## src/rtl/map_bram_arbiter_pkg.sv

```systemverilog
// Shared game parameters for the map BRAM arbiter: bus widths, FSM state
// encodings and port identifiers.
package map_bram_arbiter_pkg;

  localparam int MAP_ADDR_W = 19;
  localparam int MAP_DATA_W = 16;

  typedef enum logic [1:0] {
    IDLE   = 2'd0,
    ACCESS = 2'd1,
    RETURN = 2'd2
  } map_state_t;

  typedef enum logic {
    PORT_A = 1'b0,
    PORT_B = 1'b1
  } map_port_t;

  function automatic map_port_t other_port(input map_port_t p);
    return (p == PORT_A) ? PORT_B : PORT_A;
  endfunction

endpackage

```

## src/rtl/map_bram_arbiter_pick.sv

```systemverilog
// Winner selection between the interaction port (A) and the renderer port (B).
// With MAP_ARB_RR_EN defined a tie goes to the port not granted last; otherwise A wins.
module map_arb_pick
  import map_bram_arbiter_pkg::*;
(
  input  logic      a_req,
  input  logic      b_req,
`ifdef MAP_ARB_RR_EN
  input  map_port_t last,
`endif
  output logic      grant,
  output map_port_t winner
);

  always_comb begin
    // NOTE: every output gets a default first so no path leaves it unassigned (no latch).
    grant  = a_req | b_req;
    winner = a_req ? PORT_A : PORT_B;
`ifdef MAP_ARB_RR_EN
    if (a_req && b_req) begin
      winner = other_port(last);
    end
`endif
  end

endmodule

```

## src/rtl/map_bram_arbiter.sv

```systemverilog
// Two-port arbiter in front of the single-port map BRAM (IDLE/ACCESS/RETURN FSM).
// Define MAP_ARB_RR_EN for round-robin arbitration; default is fixed priority A over B.
module map_bram_arbiter
  import map_bram_arbiter_pkg::*;
(
  input  logic                  clk,
  input  logic                  rstn,
  input  logic                  a_req,
  input  logic [MAP_ADDR_W-1:0] a_addr,
  input  logic                  a_wr,
  input  logic [MAP_DATA_W-1:0] a_dwrite,
  output logic                  a_ack,
  output logic                  a_rvalid,
  output logic [MAP_DATA_W-1:0] a_rdata,
  input  logic                  b_req,
  input  logic [MAP_ADDR_W-1:0] b_addr,
  output logic                  b_ack,
  output logic                  b_rvalid,
  output logic [MAP_DATA_W-1:0] b_rdata,
  output logic [MAP_ADDR_W-1:0] bram_addr,
  output logic                  bram_wr,
  output logic [MAP_DATA_W-1:0] bram_dwrite,
  input  logic [MAP_DATA_W-1:0] bram_data
);

  map_state_t state;
  map_port_t  owner;
  logic       op_wr;
  logic       pick_grant;
  map_port_t  pick_winner;
`ifdef MAP_ARB_RR_EN
  map_port_t  last_grant;
`endif

  map_arb_pick u_pick (
    .a_req  (a_req),
    .b_req  (b_req),
`ifdef MAP_ARB_RR_EN
    .last   (last_grant),
`endif
    .grant  (pick_grant),
    .winner (pick_winner)
  );

  // NOTE: all state is updated with <= so every register sees pre-edge values.
  always_ff @(posedge clk or negedge rstn) begin
    if (!rstn) begin
      state       <= IDLE;
      owner       <= PORT_B;
      op_wr       <= 1'b0;
      bram_addr   <= '0;
      bram_wr     <= 1'b0;
      bram_dwrite <= '0;
      a_ack       <= 1'b0;
      b_ack       <= 1'b0;
      a_rvalid    <= 1'b0;
      b_rvalid    <= 1'b0;
      a_rdata     <= '0;
      b_rdata     <= '0;
`ifdef MAP_ARB_RR_EN
      last_grant  <= PORT_B;
`endif
    end else begin
      // Acks, rvalids and the write strobe are single-cycle pulses.
      a_ack    <= 1'b0;
      b_ack    <= 1'b0;
      a_rvalid <= 1'b0;
      b_rvalid <= 1'b0;
      bram_wr  <= 1'b0;

      unique case (state)
        IDLE: begin
          if (pick_grant) begin
            state <= ACCESS;
            owner <= pick_winner;
            if (pick_winner == PORT_A) begin
              a_ack     <= 1'b1;
              bram_addr <= a_addr;
              op_wr     <= a_wr;
              bram_wr   <= a_wr;
              if (a_wr) begin
                bram_dwrite <= a_dwrite;
              end
            end else begin
              b_ack     <= 1'b1;
              bram_addr <= b_addr;
              op_wr     <= 1'b0;
            end
`ifdef MAP_ARB_RR_EN
            last_grant <= pick_winner;
`endif
          end
        end

        ACCESS: state <= RETURN;

        RETURN: begin
          state <= IDLE;
          // BRAM read data for the ACCESS-cycle address is valid in this cycle.
          if (!op_wr) begin
            if (owner == PORT_A) begin
              a_rdata  <= bram_data;
              a_rvalid <= 1'b1;
            end else begin
              b_rdata  <= bram_data;
              b_rvalid <= 1'b1;
            end
          end
        end

        default: state <= IDLE;
      endcase
    end
  end

endmodule

```

## config.mk

```make
export PLATFORM = sky130hd
export DESIGN_NAME = map_bram_arbiter
export DESIGN_NICKNAME = d
export VERILOG_FILES = /design/src/rtl/map_bram_arbiter_pkg.sv /design/src/rtl/map_bram_arbiter_pick.sv /design/src/rtl/map_bram_arbiter.sv
export SDC_FILE = /design/constraint.sdc
export NUM_CORES = 1
export LEC_CHECK = 0
export CORE_MARGIN = 4
export CORE_UTILIZATION = 24
export CTS_BUF_LIST = sky130_fd_sc_hd__clkbuf_8
export CTS_CLUSTER_SIZE = 10
export DETAILED_ROUTE_END_ITERATION = 8
export MAX_ROUTING_LAYER = met4
export PLACE_DENSITY_LB_ADDON = 0.1
export SLEW_MARGIN = 20
export SYNTH_ARGS = -nofsm -noshare
export SYNTH_HDL_FRONTEND = slang
export SYNTH_SLANG_ARGS = --single-unit
```

## constraint.sdc

```tcl
create_clock -name clk -period 3.55 [get_ports clk]
set_input_delay 0.71 -clock clk [delete_from_list [all_inputs] [get_ports clk]]
set_output_delay 0.71 -clock clk [all_outputs]
set_load 0.05 [all_outputs]
```

==> impl_results.md <==
* Clock tree buffer depth at 2
* Synth async-reset ratio at 1.000
* # Post-CTS Setup Buffers at 0
* Worst path required time at 2840 ps
* Crit path max fanout at 2
* Dpl cells at 492
* CTS Hold Bufs at 0
* Most used DFF post-synth: dfrtp_1
* Final nets at 410
* Mapped Cells at approximately 180
* Design Power at ~0.0052 W
* Pre-antenna DRT Iters at 3
* DRC viols at 0
* Sequential Power Share at 0.292
* Post-Layout Cell Count at 507
* Setup TNS Final at 0 ps
* Synth top cells by count: 86 x mux2_2, 75 x dfrtp_1, 5 x buf_6, 2 x buf_1, 2 x buf_2
* Setup Crit Path Kind: register to primary output
* CTS tree: yes
* Multi-input logic area at approximately 1100 µm²
* Die Width at between 100 and 150 µm
* Tmin final at about 2200 ps
* Crit start category: register
* Routability cong. at 0.6913
* CP Depth at 1
* Synth top area cells: dfrtp_1 62%, mux2_2 32%, buf_6 1.9%, dfstp_2 0.86%, nor4b_4 0.78%
* Worst EP arrival at 1520 ps
* Worst-path clk slew at ~80 ps
* Die ar. at around 15000 µm²
* Register area share after synthesis at 0.6254
* Core area at roughly 12000 µm²
* Max-Cap Viols at 0
* Clock sink count at 76
* Outcome: complete, no violations
* Fillcell total at about 1200
* Clk pwr share at 0.115
* Count of final hold-check violations at 0
* Most frequently used cell type in the post-synthesis netlist: mux2_2
* Total CTS buffers at 9
* DP HPWL at 5645 µm
* Initial antenna violation count at 0
* P&R area growth vs syn at 59.37%
* EDFF count, synth at 0
* Synth top area share at 0.6168
* Worst-case reg-to-reg path depth at 2
* FMAX at 0.4477 GHz
* Die Ht at 120.6 µm
* # rows at 40
* Routed via count at 2041
* Slew @ Worst Pin at between 700 and 800 ps
* Mean post-synth cell area at 16.63 µm²
* RSZ-0062 raised after global routing: no
* Gate power share at 0.593
* Slowest-stage cell, CP: clkdlybuf4s50_1
* Setup violators final at 0
* CTS resizes at 0
* Post-Synthesis Cell Area at 3043 µm²
* Wirelength, routed at 7719 µm
* Number of global-route vias before repair at 2328
* Worst Path Buf+Inv at 1
* Skew-Pair Late Insertion Delay at around 350 ps
* DP Area at between 4000 and 5000 µm²
* Post-synth net total at 258
* Final ANT Viol Nets at 0
* Synth Register Bits at 76
* Initial Utilization at 0.2492
* Static Leak at 1.948 nW
* Largest net degree at the start of global routing at between 70 and 80
* Crit path largest cell delay at 840 ps
* Sw Ratio at 0.4688
* Nature of the critical path endpoint: primary output
* First-pass GRT wire length at 12290 µm
* Vias/cell at 4.026
* Pint at between 0.002 and 0.003 W
* Synth warnings at 0
* Root Buffer: clkbuf_8
* Yosys top cell by area: dfrtp_1
* Net switching power at 0.002437 W
* CP Cell Sequence: clkdlybuf4s50_1
* Netlist cell types at 18
* Min-Delay Path Class: input port to asynchronous set/reset pin
* Layout cell share with drive strength beyond 1 at 0.3215
* Clk_skew at 9.730 ps
* Fin crit share at 0.6293
* Worst vdd ir at 554.1 µV
* Ant. Diodes at 0
* Design area at about 4800 µm²
* Final Slew Violations at 0
* Global route overflow at 0
* IO Count at 147
* Total track usage at 0.1127
* FF+latch area at 1903 µm²
* Routed WL per cell at 15.22 µm
* Family with the most delay on the worst path: buffers and inverters
* H-tree depth at 3
* Max-slew headroom at 0.5298
* Power density over cell area at 1072 nW/µm²
* Port Buf Inserts at 146
* Initial DRC count at 54
cell usage in the layout (no fill, tap or decap), types with 2 or more instances in the layout:
master and count:
inv_1 2, dfrtp_1 75, buf_4 4, clkbuf_8 11, clkinvlp_4 3, mux2_2 86, clkdlybuf4s50_1 145
power groups by stage:
stage / clock network (W) / registers [W] / logic (W)
6_report: 0.000597 / 0.00152 / 0.00308
5_1_grt: 0.000667 / 0.00158 / 0.00321
4_1_cts: 0.000636 / 0.00153 / 0.00313
3_5_place_dp: 0 / 0.00154 / 0.00312
3_3_place_gp: 0 / 0.00153 / 0.00312
2_1_floorplan: 0 / 0.00295 / 0.000633
layer usage:
metal,vias to the layer above,track usage,wire length (µm)
met1,997,0.1251,3118
met4,0,0.03612,85
met3,9,0.04210,514
li1,960,-,-
met2,75,0.1886,4001
met5,-,-,0
path summary, 6_finish.rpt:
| kind | from | endpoint | slack (ps) |
|---|---|---|---|
| setup / recovery | bram_addr[0] | bram_addr[0] | 1320 |
| hold / removal | rstn | bram_addr[17] | 370 |
| setup reg to reg | owner | b_rdata[13] | 1880 |
| hold reg to reg | bram_addr[2] | bram_addr[2] | 510 |
| max in group asynchronous | rstn | a_rdata[13] | 2670 |
| min in group clk | bram_addr[2] | bram_addr[2] | 510 |
kinds of logic (layout without fill, tap and decap cells):
group	count (synthesis)	count (layout)	share of synthesized area
AOI/OAI and AO/OA	3	3	0.006579
buffers and inverters	10	166	0.02549
DFF	76	76	0.6254
muxes	86	86	0.3183
and+or+nand+nor	8	8	0.02426
registers in the layout, indices dropped and copies added (netlist names), 2 cells and up:
| signal | cells |
|---|---|
| bram_dwrite | 16 |
| a_rdata | 16 |
| bram_addr | 19 |
| b_rdata | 16 |
| state | 2 |
cell type report:
class | count | area share
clock buffers | 11 | 0.03122
clock inverters | 4 | 0.005418
inverters | 1 | 0.0007740
multi-input cells | 97 | 0.2190
flip-flops and latches | 76 | 0.3924
well taps | 168 | 0.04334
repair buffers | 150 | 0.3078
stage by stage:
stage | setup slack [ps] | utilization | hold WS [ps]
6_report | 1316 | 0.3971 | 374.9
5_1_grt | 1242 | 0.3971 | 424.4
4_1_cts | 1270 | 0.3968 | 514.6
3_5_place_dp | 1017 | 0.3823 | 495.4
3_3_place_gp | 1029 | 0.3823 | 490.8
2_1_floorplan | 1784 | - | 414.4
Power figures use the tool's default switching activity.
